## config.mk

```make
export PLATFORM = sky130hd
export DESIGN_NAME = uart_word_packer
export DESIGN_NICKNAME = d
export VERILOG_FILES = /design/src/rtl/soml_uart_pkg.sv /design/src/rtl/uart_idle_timer.sv /design/src/rtl/uart_word_packer.sv
export SDC_FILE = /design/constraint.sdc
export NUM_CORES = 1
export LEC_CHECK = 0
export ABC_AREA = 0
export ABC_CLOCK_PERIOD_IN_PS = 2300
export CAP_MARGIN = 40
export CORE_AREA = 2 2 83 85
export CTS_BUF_LIST = sky130_fd_sc_hd__clkbuf_16
export CTS_CLUSTER_SIZE = 28
export DETAILED_ROUTE_END_ITERATION = 7
export DIE_AREA = 0 0 85 87
export GPL_TIMING_DRIVEN = 0
export MAX_ROUTING_LAYER = met4
export PLACE_DENSITY_LB_ADDON = 0.1
export SLEW_MARGIN = 20
export SYNTH_ARGS = -nofsm -noshare
export SYNTH_HDL_FRONTEND = slang
export SYNTH_SLANG_ARGS = --single-unit
```

## constraint.sdc

```tcl
create_clock -name clk -period 2.3 [get_ports clk]
set_clock_uncertainty 0.05 [all_clocks]
set_input_delay 0.46 -clock clk [delete_from_list [all_inputs] [get_ports clk]]
set_output_delay 0.46 -clock clk [all_outputs]
set_load 0.005 [all_outputs]
```

## src/rtl/soml_uart_pkg.sv

```systemverilog
// Shared constants, intake action type and byte-packing helpers for the
// UART-to-decoder word path.
package soml_uart_pkg;

    localparam int unsigned WORDS_PER_FRAME     = 48;     // 32 H words + 16 Y words
    localparam int unsigned BYTES_PER_WORD      = 4;
    localparam int unsigned UART_TIMEOUT_CYCLES = 50000;  // 1 ms at 50 MHz
    localparam int unsigned WORD_INDEX_W        = 6;

    // What the packer does with the current cycle's inputs, in priority order.
    typedef enum logic [2:0] {
        ActNone,
        ActFlush,
        ActDrop,
        ActAppend,
        ActComplete,
        ActTimeout
    } intake_act_e;

    // Push one byte into the 3-byte partial word. MSB-first shifts left so the
    // oldest byte ends in the top lane; LSB-first shifts right so it ends in [7:0].
    function automatic logic [23:0] shift_in(input logic [23:0] partial,
                                             input logic [7:0]  b,
                                             input bit          msb_first);
        return msb_first ? {partial[15:0], b} : {b, partial[23:8]};
    endfunction

    // Combine the three held bytes with the 4th (newest) byte.
    function automatic logic [31:0] pack_word(input logic [23:0] partial,
                                              input logic [7:0]  b,
                                              input bit          msb_first);
        return msb_first ? {partial, b} : {b, partial};
    endfunction

endpackage

```

## src/rtl/uart_idle_timer.sv

```systemverilog
// Inter-byte idle timer. Counts cycles since the last load; holds at zero
// while cleared and saturates with expire high once LIMIT-1 is reached.
module uart_idle_timer
    import soml_uart_pkg::*;
#(
    parameter int unsigned LIMIT = UART_TIMEOUT_CYCLES
) (
    input  logic clk,
    input  logic rst,
    input  logic load,    // byte arrived: restart from zero
    input  logic clear,   // nothing pending: hold at zero
    output logic expire
);

    localparam int unsigned CW = (LIMIT > 2) ? $clog2(LIMIT) : 1;
    localparam logic [CW-1:0] LastCount = CW'(LIMIT - 1);
    localparam logic [CW-1:0] One       = CW'(1);

    logic [CW-1:0] cnt_q, cnt_d;

    assign expire = (cnt_q == LastCount);

    // Next count: restart on load/clear, otherwise advance until expiry.
    always_comb begin
        cnt_d = cnt_q;
        if (load || clear) begin
            cnt_d = '0;
        end else if (!expire) begin
            cnt_d = cnt_q + One;
        end
    end

    // Count register.
    always_ff @(posedge clk or posedge rst) begin
        if (rst) begin
            cnt_q <= '0;
        end else begin
            cnt_q <= cnt_d;
        end
    end

endmodule

```

## src/rtl/uart_word_packer.sv

```systemverilog
// Packs UART RX bytes into 32-bit words for the SOML decoder loader and
// tracks the word position inside a frame. Partial words are discarded on
// framing errors and flushes; define UART_WORD_TIMEOUT_EN to also discard
// them after an inter-byte idle timeout.
module uart_word_packer
    import soml_uart_pkg::*;
#(
    parameter int unsigned WORDS_PER_FRAME = soml_uart_pkg::WORDS_PER_FRAME,
    parameter bit          MSB_FIRST       = 1'b1,
    parameter int unsigned TIMEOUT_CYCLES  = UART_TIMEOUT_CYCLES
) (
    input  logic                    clk,
    input  logic                    rst,
    input  logic [7:0]              rx_byte,
    input  logic                    rx_byte_valid,
    input  logic                    rx_frame_err,
    input  logic                    flush,
    output logic [31:0]             o_data_32bit,
    output logic                    o_valid,
    output logic [WORD_INDEX_W-1:0] word_index,
    output logic                    frame_done,
    output logic [1:0]              byte_cnt,
    output logic                    resync
);

    localparam logic [WORD_INDEX_W-1:0] LastWord = WORD_INDEX_W'(WORDS_PER_FRAME - 1);
    localparam logic [WORD_INDEX_W-1:0] WcOne    = WORD_INDEX_W'(1);

    logic [1:0]              bc_q, bc_d;
    logic [23:0]             shreg_q, shreg_d;
    logic [WORD_INDEX_W-1:0] wc_q, wc_d;
    logic [31:0]             data_q, data_d;
    logic                    valid_q, valid_d;
    logic [WORD_INDEX_W-1:0] idx_q, idx_d;
    logic                    fd_q, fd_d;
    logic                    resync_q, resync_d;
    logic                    timer_expire;
    intake_act_e             act;

`ifdef UART_WORD_TIMEOUT_EN
    // Any strobe, good or bad, counts as activity; no partial word means no timing.
    uart_idle_timer #(
        .LIMIT (TIMEOUT_CYCLES)
    ) u_idle_timer (
        .clk    (clk),
        .rst    (rst),
        .load   (rx_byte_valid),
        .clear  (flush || (bc_q == 2'd0)),
        .expire (timer_expire)
    );
`else
    logic unused_timeout_cfg;
    assign unused_timeout_cfg = ^TIMEOUT_CYCLES;
    assign timer_expire       = 1'b0;
`endif

    // Decide this cycle's action: flush beats any strobe, a strobe beats the timeout.
    always_comb begin
        act = ActNone;
        if (flush) begin
            act = ActFlush;
        end else if (rx_byte_valid && rx_frame_err) begin
            act = ActDrop;
        end else if (rx_byte_valid) begin
            act = (bc_q == 2'd3) ? ActComplete : ActAppend;
        end else if (timer_expire && (bc_q != 2'd0)) begin
            act = ActTimeout;
        end
    end

    // Next-state for counters, partial word and the registered outputs.
    always_comb begin
        bc_d     = bc_q;
        shreg_d  = shreg_q;
        wc_d     = wc_q;
        data_d   = data_q;
        valid_d  = 1'b0;
        idx_d    = idx_q;
        fd_d     = 1'b0;
        resync_d = 1'b0;
        unique case (act)
            ActNone: ;
            ActFlush: begin
                bc_d     = 2'd0;
                wc_d     = '0;
                resync_d = (bc_q != 2'd0);
            end
            ActDrop: begin
                bc_d     = 2'd0;
                resync_d = (bc_q != 2'd0);
            end
            ActAppend: begin
                shreg_d = shift_in(shreg_q, rx_byte, MSB_FIRST);
                bc_d    = bc_q + 2'd1;
            end
            ActComplete: begin
                data_d  = pack_word(shreg_q, rx_byte, MSB_FIRST);
                bc_d    = 2'd0;
                valid_d = 1'b1;
                idx_d   = wc_q;
                if (wc_q == LastWord) begin
                    fd_d = 1'b1;
                    wc_d = '0;
                end else begin
                    wc_d = wc_q + WcOne;
                end
            end
            ActTimeout: begin
                bc_d     = 2'd0;
                resync_d = 1'b1;
            end
            default: ;
        endcase
    end

    // State and output registers; reset drops any partial word silently.
    always_ff @(posedge clk or posedge rst) begin
        if (rst) begin
            bc_q     <= 2'd0;
            shreg_q  <= '0;
            wc_q     <= '0;
            data_q   <= '0;
            valid_q  <= 1'b0;
            idx_q    <= '0;
            fd_q     <= 1'b0;
            resync_q <= 1'b0;
        end else begin
            bc_q     <= bc_d;
            shreg_q  <= shreg_d;
            wc_q     <= wc_d;
            data_q   <= data_d;
            valid_q  <= valid_d;
            idx_q    <= idx_d;
            fd_q     <= fd_d;
            resync_q <= resync_d;
        end
    end

    assign o_data_32bit = data_q;
    assign o_valid      = valid_q;
    assign word_index   = idx_q;
    assign frame_done   = fd_q;
    assign byte_cnt     = bc_q;
    assign resync       = resync_q;

endmodule

```

Yosys cells after proc, flatten, opt, wreduce, memory -nomap -nowiden --
Cells that the tools add are included.
Operators by class: add/sub/neg operators 2, multiplexer cells 11, equality and inequality tests 7, reductions and logical operators 6
Operators with widths (count):
- 2-to-1 mux 3 bit | 4
- case mux 6 bit (2 select lines) | 1
- adder 6 x 1 -> 6 bit (second input constant) | 1
- == test 3 x 2 -> 1 bit (second input constant) | 2
- == test 3 bit (second input constant) | 2
- == test 6 bit (second input constant) | 1
- 2-to-1 mux 6 bit | 1
- nonzero test 2 bit | 3
- case mux 2 bit (2 select lines) | 1
- OR reduction 4 bit | 1
- == test 3 x 1 -> 1 bit (second input constant) | 1
- 2-to-1 mux 1 bit | 3
- adder 2 x 1 -> 2 bit (second input constant) | 1
- == test 2 bit (second input constant) | 1
- case mux 1 bit (2 select lines) | 1
- OR reduction 2 bit | 1
- logical AND 1 bit | 1
Storage, ports and cells: logic and storage cells 34, output and inout bits 43, register bits after elaboration 73

Depth between registers and ports, before layout --
depth in word-level cells 8, mapped depth 6, gate-level depth less buffers 4

Worst setup path after synthesis --
No wires, ideal clock.
path type register to register, start point register bc_q[0] (netlist: byte_cnt[0]), end point register shreg_q[2], period minus slack after synthesis 1857 ps, slack 443 ps, cell stages (with the launch flop) 5, path buffers 1, library setup time 125 ps, data required time 2125 ps, arrival 1682 ps, cell sequence dfrtp_1 ha_1 nor4b_4 buf_6 mux2_2
On the way: cells in the longest elaborated chain, start to end 6
RTL lines:
- start: declaration | line uart_word_packer.sv:29 | logic [1:0] bc_q, bc_d;
- start signal: assignment | line uart_word_packer.sv:119 | bc_q <= 2'd0;
- start signal: assignment | line uart_word_packer.sv:128 | bc_q <= bc_d;
- == test 2 bit | line uart_word_packer.sv:65 | act = (bc_q == 2'd3) ? ActComplete : ActAppend;
- 2-to-1 mux 3 bit | line uart_word_packer.sv:65
- 2-to-1 mux 3 bit | line uart_word_packer.sv:64 | end else if (rx_byte_valid) begin
- 2-to-1 mux 3 bit | line uart_word_packer.sv:62 | end else if (rx_byte_valid && rx_frame_err) begin
- 2-to-1 mux 3 bit | line uart_word_packer.sv:60 | if (flush) begin
- == test 3 x 2 -> 1 bit | line uart_word_packer.sv:81 | unique case (act)
- end signal: assignment | line uart_word_packer.sv:129 | shreg_q <= shreg_d;
- end: declaration | line uart_word_packer.sv:30 | logic [23:0] shreg_q, shreg_d;
Every way passes these cells. A chain may end at the register's enable or synchronous reset.

Worst setup path after layout --
start point input port rx_frame_err, end point register shreg_q[8]
On the way: cells in the longest elaborated chain, start to end 4
RTL lines:
- start: declaration | line uart_word_packer.sv:16 | input logic rx_frame_err,
- logical AND 1 bit | line uart_word_packer.sv:62
- 2-to-1 mux 3 bit | line uart_word_packer.sv:62
- 2-to-1 mux 3 bit | line uart_word_packer.sv:60
- == test 3 x 2 -> 1 bit | line uart_word_packer.sv:81
Every way passes these cells.

==> impl_metrics.tcl <==
set metrics [dict create \
    status "finished, final reports clean" \
    crit_path_max_fanout 10 \
    post_cts_buffers 0 \
    total_power_mw 3.316 \
    critPathLaunchType "primary input" \
    die_y_um 87 \
    post_cts_resize_count 0 \
    fillers 516 \
    power_switching_mw 0.6750 \
    worst_slack_ns 0.1859 \
    drive_gt1_share_pct 34.75 \
    hold_viol 0 \
    hold_buffers 0 \
    p_leak_nw 1.813 \
    power_density_nw_per_um2 835.8 \
    final_common_cell "dfrtp_1" \
    gr-total-overflow 0 \
    n_antenna_cell 0 \
    via_count 1774 \
    cp.required_ns 2.45 \
    cts_tree "yes" \
    cp-end-kind "flop" \
    htree_levels 3 \
    wl_um 5378 \
    period_needed_ns 2.114 \
    finalWeightedCongestion 0.7384 \
    ys_seq_elements 73 \
    syn-num-nets 203 \
    power_frac_seq_pct 45.8 \
    rows 30 \
    final_max_slew_viol_count 0 \
    path_class "primary input to flop" \
    netSwitchingFraction_pct 20.35 \
    drt-initial-drc-count 85 \
    drt_first_pass_iters 4 \
    fin_crit_sh_pct 91.92 \
    yosysSeqAreaShare_pct 62.29 \
    final_cell_mix "73 x dfrtp_1, 62 x mux2_2, 55 x clkdlybuf4s50_1" \
    max_cap_violations 0 \
    synth_cells 187 \
    cts.path.max_buffers 2 \
    ir_drop_mv 0.5507 \
    fmax_ghz 0.4730 \
    clock_power_share_pct 46.8 \
    rsz0062_at_grt "false" \
    nets 271 \
    antenna_found_initial 0 \
    coreArea_sq_um 6569 \
    clk_latency_ns 0.32 \
    num_io_pins 56 \
    pre_cts_ws_ns -0.1829 \
    areaGrowthSynthToFinish_pct 35.28 \
    numCtsBuffers 9 \
    intPower_mw 2.641 \
    portBuffers 55 \
    cp.arrival_ns 2.27 \
    cts_root_buffer "clkbuf_16" \
    grt_pass1_wl_um 8956 \
    synth_cell_types 31 \
    drc 0 \
    hold_path.class "flop to flop" \
    syn_avg_cell_area_sq_um 15.68 \
    final_cell_area_sq_um 3968 \
    dieArea_sq_um 7395 \
    yosys_warnings 0 \
    grt_pass1_vias 1745 \
    path_clk_slew_ns 0.05 \
    wl_per_cell_um 15.86 \
    p_comb_share_pct 7.4 \
    die_w_um 85 \
    worst_slew_pin_slew_ns 0.6646 \
    placed_area_sq_um 3635 \
    start_util_pct 44.65 \
    whs_ns 0.4325 \
    cts.sinks 73 \
    fin_tns_setup_ns 0 \
    grt_usage_pct 16.47 \
    relSlewSlack_pct 55.51 \
    ant_nets 0 \
    grt_start_max_net_pins 32 \
    hpwl_um 3619 \
    setup_viol 0 \
    synth_area_sq_um 2933 \
    vias_per_cell 5.233 \
]
-- final timing paths --
check                      depth (start not counted)          endpoint    startpoint  slack (ns)
max                                                4        shreg_q[8]  rx_frame_err        0.19
min                                                1       shreg_q[19]   shreg_q[19]        0.43
max reg2reg                                        4        shreg_q[8]   byte_cnt[0]        0.19
min reg2reg                                        1       shreg_q[19]   shreg_q[19]        0.43
max in group asynchronous                          3  o_data_32bit[28]           rst        1.13
min in group asynchronous                          2           o_valid           rst        0.52
-- critical path, cell delays in order --
cell and delay, ns:
clkdlybuf4s50_1 0.53, nor4b_4 0.68, buf_6 0.25, mux2_2 0.34
-- cell usage after synthesis --
cell / number / area (sq um)
inv_1: 3 / 11.26
xor2_1: 1 / 8.760
nor3_1: 1 / 5.000
a22o_1: 1 / 8.760
mux2_1: 2 / 22.52
nand3_1: 2 / 10.01
nand4b_1: 1 / 8.760
dfrtp_1: 73 / 1827
mux2_2: 62 / 698.2
and4b_1: 1 / 10.01
nor4_1: 2 / 12.51
o2111a_1: 1 / 11.26
clkbuf_1: 2 / 7.510
buf_4: 1 / 7.510
nand3b_1: 1 / 7.510
buf_2: 1 / 5.000
and4bb_2: 1 / 12.51
buf_6: 7 / 78.83
a21oi_1: 1 / 5.000
ha_1: 3 / 37.54
nor4b_4: 1 / 23.77
o211ai_1: 1 / 7.510
nand2_1: 1 / 3.750
a31oi_1: 2 / 12.51
mux2i_1: 1 / 10.01
o21a_1: 1 / 7.510
and3b_1: 2 / 17.52
nand4_1: 3 / 18.77
nor2_1: 6 / 22.52
a211o_1: 1 / 8.760
o21ai_0: 1 / 5.000
-- registers in the layout, indices dropped and copies added (netlist names) --
register      cells
o_data_32bit     32
shreg_q          24
wc_q              6
word_index        6
byte_cnt          2
frame_done        1
o_valid           1
resync            1
-- layer usage --
layer  routed length (um)  up-vias  global-route usage (%)
li1                     -      814                       -
met1                 2468      893                   22.49
met2                 2525       58                   23.44
met3                  290        9                   4.929
met4                   93        0                   6.061
met5                    0        -                       -
-- power by group through the flow --
stage | Clock, mW | Combinational [mW] | Sequential [mW]
after floorplan | 0 | 0.166 | 1.51
after global placement | 0 | 0.234 | 1.54
after detailed placement | 0 | 0.250 | 1.54
after CTS | 1.58 | 0.253 | 1.52
after global routing | 1.64 | 0.274 | 1.54
final | 1.55 | 0.246 | 1.52
-- cells by family after synthesis --
kind of cell / after synthesis / synth area share (%)
compound gates: 9 / 2.261
fa+ha+maj: 3 / 1.280
buf+inv: 14 / 3.754
flops: 73 / 62.29
mux: 65 / 24.91
xor+xnor: 1 / 0.2987
simple gates: 22 / 5.205
-- area by class of cell --
cell class	count	area [sq um]	area share, %
clock buffer	9	225.2	5.676
inverter	3	15.01	0.3784
timing repair buffer	57	598.1	15.07
multi-input combinational	100	996.0	25.10
sequential	73	1827	46.04
tap	80	100.1	2.523
clock inverter	6	107.6	2.712
buffer	11	98.84	2.491
-- metrics by stage --
stage,std cells,utilization (%)
3_3_place_gp,322,54.61
4_1_cts,339,60.40
3_5_place_dp,324,55.33
5_1_grt,339,60.40
2_1_floorplan,187,-
6_report,339,60.40
Power figures use the tool's default switching activity.
